**src/rtl/full_adder_s.sv**
```systemverilog
// Full adder with combinational and registered outputs plus bit-serial carry chaining.
// Optional saturating carry event counter enabled by FULL_ADDER_S_CARRY_CNT_EN.
module full_adder_s #(
  parameter int unsigned CNT_W = 8
) (
  input  logic             clk,
  input  logic             rst_n,
  input  logic             a,
  input  logic             b,
  input  logic             cin,
  input  logic             in_valid,
  input  logic             chain_en,
  output logic             sum,
  output logic             cout,
  output logic             sum_q,
  output logic             cout_q,
  output logic             out_valid
`ifdef FULL_ADDER_S_CARRY_CNT_EN
  ,
  output logic [CNT_W-1:0] carry_cnt
`endif
);

  logic w_ci_eff;
  logic w_sum_d;
  logic w_cout_d;
  logic r_sum;
  logic r_cout;
  logic r_valid;

  always_comb begin
    sum  = a ^ b ^ cin;
    cout = (a & b) | (cin & (a ^ b));
  end

  // In chaining mode the carry comes from the previous registered result.
  always_comb begin
    w_ci_eff = chain_en ? r_cout : cin;
    w_sum_d  = a ^ b ^ w_ci_eff;
    w_cout_d = (a & b) | (a & w_ci_eff) | (b & w_ci_eff);
  end

  always_ff @(posedge clk or negedge rst_n) begin
    if (!rst_n) begin
      r_sum   <= 1'b0;
      r_cout  <= 1'b0;
      r_valid <= 1'b0;
    end else begin
      r_valid <= in_valid;
      if (in_valid) begin
        r_sum  <= w_sum_d;
        r_cout <= w_cout_d;
      end
    end
  end

  assign sum_q     = r_sum;
  assign cout_q    = r_cout;
  assign out_valid = r_valid;

`ifdef FULL_ADDER_S_CARRY_CNT_EN
  logic [CNT_W-1:0] r_carry_cnt;

  always_ff @(posedge clk or negedge rst_n) begin
    if (!rst_n) begin
      r_carry_cnt <= '0;
    end else if (in_valid && w_cout_d && (r_carry_cnt != {CNT_W{1'b1}})) begin
      r_carry_cnt <= r_carry_cnt + 1'b1;
    end
  end

  assign carry_cnt = r_carry_cnt;
`endif

endmodule

```
**config.mk**
```make
export PLATFORM = sky130hd
export DESIGN_NAME = full_adder_s
export DESIGN_NICKNAME = d
export VERILOG_FILES = /design/src/rtl/full_adder_s.sv
export SDC_FILE = /design/constraint.sdc
export NUM_CORES = 1
export LEC_CHECK = 0
export CAP_MARGIN = 20
export CORE_AREA = 2 2 39 41
export CTS_CLUSTER_SIZE = 20
export DETAILED_ROUTE_END_ITERATION = 16
export DIE_AREA = 0 0 41 43
export HOLD_SLACK_MARGIN = 0.1
export PLACE_DENSITY = 0.41
export SETUP_SLACK_MARGIN = 0.02
export SKIP_CTS_REPAIR_TIMING = 1
export SLEW_MARGIN = 20
export SYNTH_ARGS = -nofsm -noshare
export SYNTH_HDL_FRONTEND = slang
export SYNTH_SLANG_ARGS = --single-unit
```
**constraint.sdc**
```tcl
create_clock -name clk -period 2.2 [get_ports clk]
set_input_delay 0.55 -clock clk [delete_from_list [all_inputs] [get_ports clk]]
set_output_delay 0.55 -clock clk [all_outputs]
set_load 0.01 [all_outputs]
```
# Yosys cells after proc, flatten, opt, wreduce, memory -nomap -nowiden
# Cells that the tools add are included.
[classes] n_mux=1 bitwise_logic=10
[op_table] operator="AND 1 bit" n=4
[op_table] operator="bitwise OR 1 bit" n=3
[op_table] operator="bitwise XOR 1 bit" n=3
[op_table] operator="two-way mux 1 bit" n=1
[word_totals] reg_bits=3 input_bits=7 out_inout_bits=5

# Logic depth before layout (Yosys ltp)
# Gate-level depths: netlist of run 1.
[depth] depth_word=4 ltp_mapped=3

# Worst setup path before layout of run 1
# Ideal clock, no wire load.
[synth_timing] path_kind="input to output" start="input port a" end="output port sum" arrival_time_ns=1.122 required_ns=1.650 path_slack_ns=0.528 path_stages=1 n_path_buf=0 cell_sequence="fa_1"
[synth_via] elab_chain_len=2
[synth_rtl] element="from (decl)" line_no="8" text="input logic a,"
[synth_rtl] element="bitwise XOR 1 bit (2 in series)" line_no="32" text="sum = a ^ b ^ cin;"
[synth_rtl] element="to (decl)" line_no="13" text="output logic sum,"
# Every way passes these cells.

# Final worst setup path of run 1
[layout_timing] start="input port cin" end="output port sum"
[layout_via] elab_chain_len=1
[layout_rtl] element="from (decl)" line_no="10" text="input logic cin,"
[layout_rtl] element="bitwise XOR 1 bit" line_no="32"
# Every way passes these cells.

==> qor.csv, run 1 <==
metric,value,unit
Clock Latency Late Sink,0.23,ns
net count reported at finish,35,
I/O Buffers,11,
total wire length,384,µm
antenna violations before repair,0,
Clock Power Share,0.418,
Crit. End Element,primary output,
TritonCTS clock tree,done,
total power draw,229,µW
critical path's slowest cell,fa_1,
Core Rows,14,
Routed WL per cell,9.37,µm
Avg Inst Size Synth,18.6,µm²
synth warn,0,
Die Area,1760,µm²
P_int,174,µW
Max Cap Viol,0,
fill cell count,153,
Switch Pwr,54.5,µW
Synth top area share,0.504,
"critical path, cell by cell","clkdlybuf4s50_1, fa_1, clkbuf_2",
CTS root buf,clkbuf_4,
Synth area leader,dfrtp_1,
Synth top cells by count,"3 x dfrtp_1, 3 x mux2_2, 2 x fa_1",
Setup CP Type,primary input to primary output,
"Largest stage delay, worst path",0.49,ns
Clock transition at path regs,0.04,ns
CTS H-Tree Depth,1,
gr ovfl total,0,
Hold Path Class,primary input to asynchronous set/reset pin,
fin crit share,0.975,
ranking of synthesized cells by area,"dfrtp_1 50%, fa_1 27%, mux2_2 23%",
Critical Path RT,1.65,ns
DRC viols,0,
Reg2Reg Launch Point,cout_q$_DFFE_PN0P_,
status,finished clean,
"FF+latch count, synth",3,
measured slew at the worst slew-check pin,0.139,ns
Routability Congestion,0.586,
io pins,12,
register area share after synthesis,0.504,
vias per inst,3.27,
DR pass1 iterations,1,
Final Setup Violations,0,
Comb pwr share,0.279,
sw frac,0.238,
Initial Util,0.108,
synthesized netlist cell count,8,
Reg power frac,0.303,
DRT antenna net count,0,
RSZ-0062 raised after global routing,no,
PwrDens,708,nW/µm²
core area,1380,µm²
Final Max Slew Viols,0,
Die Ht,43,µm
Longest Clk Path Bufs,2,
worst rel slew slack,0.907,
ANT cells,0,
critical path data arrival time,1.59,ns
initial DRC count,0,
GRT Util Overall,0.0645,
total CTS buffers,3,
"non-filler cells, final",41,
crit start category,primary input,
DIE WIDTH,41,µm
"Area growth, synth to finish",117,%
crit path max fanout,2,
Leak,0.000157,µW
share of layout cells above drive strength 1,0.360,
# clock sinks,3,
mapped cell area,149,µm²
maximum vdd drop,0.155,mV
ys async rst share,1.00,
final hold viol count,0,
"EDFF count, synth",0,
placed cell count,37,
crit path from,cin,
number of global-route vias before repair,155,
main flop type after synthesis,dfrtp_1,
"Net Count, Synth",17,
first-pass GRT wire length,593,µm
Synth cell types,3,
maximum number of pins on one net before global-route repair,4,
minimum clock period,2.14,ns
total number of vias,134,
Worst Clk Skew,0.0000341,ns
f_max,466,MHz
[metal layers]
layer / global-route usage / share of wire / vias up
li1: - / - / 60
met1: 0.0489 / 0.35 / 56
met2: 0.0656 / 0.33 / 14
met3: 0.0681 / 0.25 / 4
met4: 0.100 / 0.076 / 0
met5: 0 / 0 / -
[final timing paths]
| kind | endpoint | cells past startpoint | slack [ns] |
|---|---|---|---|
| max | sum | 3 | 0.06 |
| min | cout_q$_DFFE_PN0P_ | 1 | 0.50 |
| max reg2reg | sum_q$_DFFE_PN0P_ | 3 | 0.73 |
| min reg2reg | sum_q$_DFFE_PN0P_ | 1 | 0.50 |
| max in group asynchronous | out_valid$_DFF_PN0_ | 1 | 1.56 |
| min in group clk | sum_q$_DFFE_PN0P_ | 1 | 0.50 |
[through the flow]
stage / setup slack [ns] / hold WS (ns) / area (µm²) / setup TNS, ns / utilization
final: 0.0552 / 0.501 / 323 / 0 / 0.233
after global routing: 0.0307 / 0.508 / 323 / 0 / 0.233
after CTS: -0.424 / 0.497 / 320 / -0.725 / 0.231
after detailed placement: -0.421 / 0.501 / 294 / -0.710 / 0.212
after global placement: -0.432 / 0.495 / 294 / -0.728 / 0.212
after floorplan: 0.528 / 0.254 / 149 / 0 / -
[cell families after synthesis]
group,synth area share
fa+ha+maj,0.269
mux,0.227
flops,0.504
[registers in the layout, summed over array words and instances (netlist names)]
signal	count
cout_q	1
out_valid	1
sum_q	1
[worst max-delay path: cells and delay by family]
kind	cells	cell delay, ns
adder cells (fa/ha/maj)	1	0.49
buffers and inverters	2	0.56
[power groups by stage]
| stage | Combinational (µW) | Sequential, µW | Clock, µW |
|---|---|---|---|
| final | 63.8 | 69.3 | 95.5 |
| after global routing | 71.9 | 70.6 | 106 |
| after CTS | 68.8 | 69.7 | 99.4 |
| after detailed placement | 68.3 | 70.5 | 0 |
| after global placement | 69.6 | 70.1 | 0 |
| after floorplan | 18.9 | 74.3 | 0 |
[placed cells by master (no fill, tap or decap)]
master           count
clkbuf_4             3
fa_1                 2
clkbuf_1             1
dlymetal6s2s_1       3
clkdlybuf4s50_1      7
dfrtp_1              3
clkbuf_2             1
mux2_2               3
buf_4                2
[area by class of cell]
class | count | area, µm² | area share
flip-flops and latches | 3 | 75.1 | 0.233
multi-input cells | 5 | 73.8 | 0.229
clock buffers | 4 | 26.3 | 0.0814
well taps | 16 | 20.0 | 0.0620
repair buffers | 13 | 128 | 0.395
Power figures use the tool's default switching activity.
==> inputs of run 2 (changes only) <==
CAP_MARGIN = default   (was 20)
DONT_BUFFER_PORTS = 1   (was default)
PLACE_DENSITY = 0.3   (was 0.41)
==> qor.csv, run 2 (same netlist as run 1, synthesis figures left out) <==
metric,value,unit
status,finished clean,
Die Area,1760,µm²
initial DRC count,0,
ANT cells,0,
crit start category,primary input,
CTS root buf,clkbuf_4,
total number of vias,91,
"CP delay by family, top",adder cells,
RSZ-0062 raised after global routing,no,
net count reported at finish,23,
final hold viol count,0,
maximum number of pins on one net before global-route repair,4,
Routability Congestion,0.610,
first-pass GRT wire length,469,µm
io pins,12,
Clock transition at path regs,0.04,ns
DRC viols,0,
P_int,148,µW
hold depth,0,
GRT Util Overall,0.0483,
R2R Setup Slk,0.66,ns
f_max,596,MHz
GR Layer Usage met2,0.0594,
TritonCTS clock tree,done,
Clock Power Share,0.493,
FF-to-FF path depth,3,
Final Setup Violations,0,
PwrDens,962,nW/µm²
Switch Pwr,49.7,µW
Crit. End Element,primary output,
Hold Path Class,primary input to flip-flop,
Longest Clk Path Bufs,2,
Critical Path Stages,1,
maximum vdd drop,0.235,mV
Max Cap Viol,0,
Final WS setup,0.522,ns
Core Rows,14,
Setup CP Type,primary input to primary output,
Leak,0.0000806,µW
# clock sinks,3,
met3 GRT Util,0.0419,
"critical path, cell by cell",fa_1,
CTS H-Tree Depth,1,
DR pass1 iterations,1,
worst rel slew slack,0.888,
Clock Latency Late Sink,0.23,ns
I/O Buffers,0,
DIE WIDTH,41,µm
Final Max Slew Viols,0,
core area,1380,µm²
Initial Util,0.108,
critical path's slowest cell,fa_1,
critical path data arrival time,1.13,ns
"Buf+Inv Stages, Crit Path",0,
antenna violations before repair,0,
Fin Setup TNS,0,ns
sw frac,0.252,
"commonest non-fill, non-tap cells in the layout","3 x mux2_2, 3 x clkbuf_4, 3 x dfrtp_1",
Reg power frac,0.383,
DRT antenna net count,0,
crit path max fanout,2,
met1 Resource Use GR,0.0390,
fill cell count,151,
Worst Clk Skew,0.00316,ns
total wire length,312,µm
Comb pwr share,0.123,
vias per inst,3.14,
fin crit share,0.763,
gr ovfl total,0,
Die Ht,43,µm
"Area growth, synth to finish",37.8,%
share of layout cells above drive strength 1,0.462,
dpl ws,0.510,ns
number of global-route vias before repair,108,
total CTS buffers,3,
Routed WL per cell,10.8,µm
Critical Path RT,1.65,ns
global route hottest layer,met4,
minimum clock period,1.68,ns
measured slew at the worst slew-check pin,0.168,ns
"Largest stage delay, worst path",0.58,ns
[run 2: cell count changes in the layout (fill, tap and decap cells not counted), sizes merged]
cell | previous run | this run
clkbuf | 5 | 4
dlymetal6s2s | 3 | 0
dlygate4sd3 | 0 | 1
clkdlybuf4s50 | 7 | 0
buf | 2 | 0
[run 2: power groups by stage]
stage	Combinational, µW	Clock, µW	Sequential [µW]
4_1_cts	22.6	101	76.2
5_1_grt	28.4	105	78.2
6_report	24.4	97.3	75.6
3_5_place_dp	22.0	0	76.9
3_3_place_gp	22.7	0	76.9
2_1_floorplan	18.9	0	74.3
[run 2: layout make-up]
class                           instances  area (µm²)  area share
Sequential cell                         3        75.1       0.366
Clock buffer                            4        26.3       0.128
Multi-Input combinational cell          5        73.8       0.360
Timing Repair Buffer                    1        10.0      0.0488
Tap cell                               16        20.0      0.0976
[run 2: worst paths after layout]
| kind | startpoint | endpoint |
|---|---|---|
| max in group asynchronous | rst_n | out_valid$_DFF_PN0_ |
| worst max-delay path | a | sum |
| min in group asynchronous | rst_n | sum_q$_DFFE_PN0P_ |
| worst min register to register | sum_q$_DFFE_PN0P_ | sum_q$_DFFE_PN0P_ |
| worst max register to register | cout_q$_DFFE_PN0P_ | sum_q$_DFFE_PN0P_ |
| worst min-delay path | in_valid | out_valid$_DFF_PN0_ |
[run 2: routing by layer]
metal  routed length, µm  up-vias
met5                   0        -
met3                  63        2
met2                 146        9
met1                  94       44
li1                    -       36
met4                   7        0
[run 2: through the flow]
step	hold WS (ns)	cell area, µm²	total power, µW	cells	util
floorplan	0.254	149	93.2	8	-
global placement	0.254	169	99.7	24	0.122
detailed placement	0.254	169	98.9	24	0.122
CTS	0.00607	195	200	28	0.141
global route	0.339	205	212	29	0.148
finish	0.349	205	197	29	0.148
==> inputs of run 3 (changes only) <==
clock period = 1.6 ns   (was 2.2 ns; I/O delays follow)
==> qor.csv, run 3 (same netlist as run 1, synthesis figures left out) <==
metric,value,unit
GRT Util Overall,0.0412,
Die Ht,43,µm
RSZ-0062 raised after global routing,no,
fill cell count,157,
minimum clock period,1.48,ns
Hold Path Class,primary input to flip-flop,
total wire length,319,µm
CTS H-Tree Depth,1,
Clock transition at path regs,0.04,ns
fin crit share,0.924,
DRT antenna net count,0,
DIE WIDTH,41,µm
first-pass GRT wire length,434,µm
TritonCTS clock tree,done,
"Buf+Inv Stages, Crit Path",0,
FF+latch area,75.1,µm²
total CTS buffers,3,
global route hottest layer,met3,
Comb pwr share,0.155,
Core Rows,14,
met1 Resource Use GR,0.0291,
Initial Util,0.108,
critical path's slowest cell,fa_1,
Clock Power Share,0.488,
Routability Congestion,0.610,
Worst Clk Skew,0.00124,ns
Clock Latency Late Sink,0.24,ns
Critical Path Most Common Cell,mux2_2,
total power draw,281,µW
Final Setup Violations,0,
antenna violations before repair,0,
Fin Setup TNS,0,ns
initial DRC count,1,
number of global-route vias before repair,111,
"Area growth, synth to finish",42.9,%
maximum number of pins on one net before global-route repair,4,
io pins,12,
Switch Pwr,72.8,µW
sw frac,0.259,
Reg2Reg Launch Point,cout_q$_DFFE_PN0P_,
GR Layer Usage met2,0.0531,
gr ovfl total,0,
P_int,208,µW
crit start category,flip-flop,
"CP delay by family, top",multiplexers,
"Largest stage delay, worst path",0.45,ns
FF-to-FF path depth,3,
DRC viols,0,
"critical path, cell by cell","mux2_2, fa_1, mux2_2",
net count reported at finish,24,
crit path from,cout_q$_DFFE_PN0P_,
Max Cap Viol,0,
final hold viol count,0,
Leak,0.0000855,µW
status,finished clean,
Longest Clk Path Bufs,2,
reg2reg end,sum_q$_DFFE_PN0P_,
ANT cells,0,
total number of vias,95,
CTS root buf,clkbuf_4,
vias per inst,3.17,
I/O Buffers,0,
maximum vdd drop,0.684,mV
crit path max fanout,2,
"commonest non-fill, non-tap cells in the layout","3 x mux2_2, 3 x clkbuf_4, 3 x dfrtp_1",
measured slew at the worst slew-check pin,0.142,ns
Routed WL per cell,10.6,µm
Die Area,1760,µm²
critical path data arrival time,1.60,ns
# clock sinks,3,
PwrDens,1320,nW/µm²
f_max,677,MHz
Reg power frac,0.357,
worst rel slew slack,0.905,
core area,1380,µm²
DR pass1 iterations,3,
share of layout cells above drive strength 1,0.500,
Critical Path Stages,3,
met3 GRT Util,0.0785,
area taken by multi-input logic gates,73.8,µm²
Final Max Slew Viols,0,
Critical Path RT,1.72,ns
Worst setup endpoint,sum_q$_DFFE_PN0P_,
Crit. End Element,flip-flop,
Setup CP Type,flip-flop to flip-flop,
R2R Setup Slk,0.12,ns
-- run 3: how the worst min path moves through the flow --
stage	start	endpoint	slack (ns)	cells after the start
6_report	in_valid	out_valid$_DFF_PN0_	0.19	0
5_1_grt	in_valid	out_valid$_DFF_PN0_	0.18	0
4_1_cts	rst_n	cout_q$_DFFE_PN0P_	-0.15	0
3_5_place_dp	rst_n	sum_q$_DFFE_PN0P_	0.10	0
3_3_place_gp	rst_n	out_valid$_DFF_PN0_	0.10	0
2_1_floorplan	rst_n	cout_q$_DFFE_PN0P_	0.10	0
-- run 3: per-layer routing --
metal / routed length (µm) / vias to the layer above
met5: 0 / -
met3: 83 / 0
met1: 110 / 45
li1: - / 38
met4: 0 / 0
met2: 125 / 12
-- run 3: layout make-up --
class / instances / share of cell area
flip-flops and latches: 3 / 0.353
multi-input cells: 5 / 0.347
clock buffers: 4 / 0.124
well taps: 16 / 0.0941
repair buffers: 2 / 0.0824
-- run 3: stage by stage --
step	hold slack, ns	cells	setup WS [ns]	utilization	area, µm²
after detailed placement	0.104	25	0.0523	0.127	176
after CTS	-0.147	29	0.113	0.146	203
after global placement	0.104	25	0.0438	0.127	176
after floorplan	0.104	8	0.0912	-	149
after global routing	0.178	30	0.0888	0.154	213
final	0.193	30	0.122	0.154	213
-- run 3: power groups by stage --
stage,clock [µW],combinational (µW),sequential (µW)
6_report,137,43.7,100
5_1_grt,149,49.2,103
2_1_floorplan,0,26.0,102
3_3_place_gp,0,41.2,102
3_5_place_dp,0,41.4,102
4_1_cts,141,41.6,101
==> patch: new RTL, settings of run 2 <==
Register the inputs `a`, `b`, `cin` and `chain_en` before use. The logic sees them one clock later. The other inputs are not delayed to match.
--- a/src/rtl/full_adder_s.sv
+++ b/src/rtl/full_adder_s.sv
@@ -21,6 +21,18 @@
 `endif
 );
 
+  logic a_q;
+  logic b_q;
+  logic cin_q;
+  logic chain_en_q;
+
+  always_ff @(posedge clk) begin
+    a_q        <= a;
+    b_q        <= b;
+    cin_q      <= cin;
+    chain_en_q <= chain_en;
+  end
+
   logic w_ci_eff;
   logic w_sum_d;
   logic w_cout_d;
@@ -29,15 +41,15 @@
   logic r_valid;
 
   always_comb begin
-    sum  = a ^ b ^ cin;
-    cout = (a & b) | (cin & (a ^ b));
+    sum  = a_q ^ b_q ^ cin_q;
+    cout = (a_q & b_q) | (cin_q & (a_q ^ b_q));
   end
 
   // In chaining mode the carry comes from the previous registered result.
   always_comb begin
-    w_ci_eff = chain_en ? r_cout : cin;
-    w_sum_d  = a ^ b ^ w_ci_eff;
-    w_cout_d = (a & b) | (a & w_ci_eff) | (b & w_ci_eff);
+    w_ci_eff = chain_en_q ? r_cout : cin_q;
+    w_sum_d  = a_q ^ b_q ^ w_ci_eff;
+    w_cout_d = (a_q & b_q) | (a_q & w_ci_eff) | (b_q & w_ci_eff);
   end
 
   always_ff @(posedge clk or negedge rst_n) begin
Behaviour: not the same (a bounded check fails within 4 cycles, from zero or initial values and one cycle with rst_n low).
==> patch against run 2 <==
- critical path depth unchanged
- hold slack worse by 25 ps
- synthesized cell count grew 50%
- cell count grew 14%
- global-route usage rose by 1.6 points
- cell area is 39% higher
- count of clock-buffer cells in the layout is the same
- synthesized area is 54% higher
- wire length is 17% higher
- core utilization rose by 5.8 points
- sequential share of layout area increased by 18 points
- total power increased by 48%
- sequential cell count up 4
- worst setup slack got worse by 51 ps
==> patch: results <==
global_route:
  grt_use_total_pct: 6.452
  grt_pass1_vias: 134
  grt_start_max_net_pins: 5
logic_synthesis:
  synth_area_leaders: "dfxtp_1, dfrtp_1, fa_1, mux2_2"
  synth_common_cells: "dfxtp_1, dfrtp_1, mux2_2, fa_1"
  ys.flop_type: "dfxtp_1"
  async_flop_share_pct: 42.86
  yosysSeqAreaShare_pct: 67.76
cells_and_area:
  drive_gt1_share_pct: 35.29
  filler_cell_count: 149
  nets: 27
place:
  place_area_um2: 249.0
  place.gp.congestion: 0.5723
min_path:
  min_from: "chain_en"
  min_to: "chain_en_q"
route:
  via_per_inst: 3.485
  routed_wl_um: 364
timing:
  setup_viol: 0
  tightest_slew_ps: 164.8
  fin_skew_ps: 5.678
  whs_ps: 324.5
status:
  outcome: "finished clean"
power:
  swShare_pct: 22.88
  peakVddDrop_uv: 440.6
  leakage_nw: 0.1144
cts:
  cts_root_buffer: "clkbuf_4"
worst_setup_path:
  max_stage_delay_ps: 600
-- patch: per-stage QoR --
stage / utilization (%) / worst slack, ps / std cells
5_1_grt: 20.61 / 419.9 / 33
4_1_cts: 19.89 / 446.2 / 32
3_3_place_gp: 17.99 / 689.5 / 28
3_5_place_dp: 17.99 / 656.6 / 28
6_report: 20.61 / 470.9 / 33
2_1_floorplan: - / 731.3 / 12
-- patch: how the worst max path moves through the flow --
stage                     endpoint    from  cells past startpoint  slack (ps)
final                          sum     a_q                      1         470
after CTS                      sum     a_q                      1         450
after global routing           sum     a_q                      1         420
after detailed placement     sum_q  cout_q                      3         660
after floorplan              sum_q  cout_q                      3         730
after global placement       sum_q  cout_q                      3         690
-- patch: power groups by stage --
stage / Clock [mW] / Sequential (mW) / Combinational, mW
floorplan: 0 / 0.155 / 0.0188
global placement: 0 / 0.157 / 0.0224
detailed placement: 0 / 0.158 / 0.0230
CTS: 0.118 / 0.156 / 0.0232
global route: 0.134 / 0.158 / 0.0271
finish: 0.112 / 0.155 / 0.0246
-- patch: cell families (layout without fill, tap and decap cells) --
| group | after synthesis | in the layout | synth area share [%] |
|---|---|---|---|
| adders and majority gates | 2 | 2 | 17.49 |
| buffers and inverters | 0 | 5 | 0 |
| DFF | 7 | 7 | 67.76 |
| muxes | 3 | 3 | 14.75 |
-- patch: layout make-up --
type	instances	share of cell area, %
Clock buffer	4	9.211
Multi-Input combinational cell	5	25.88
Sequential cell	7	54.39
Tap cell	16	7.018
Timing Repair Buffer	1	3.509
-- patch: routing by layer --
metal  part of all wire [%]  global-route usage, %
met1                     32                  4.560
met2                     45                  7.187
met4                    3.0                  6.000
met3                     20                  9.424
met5                      0                      0
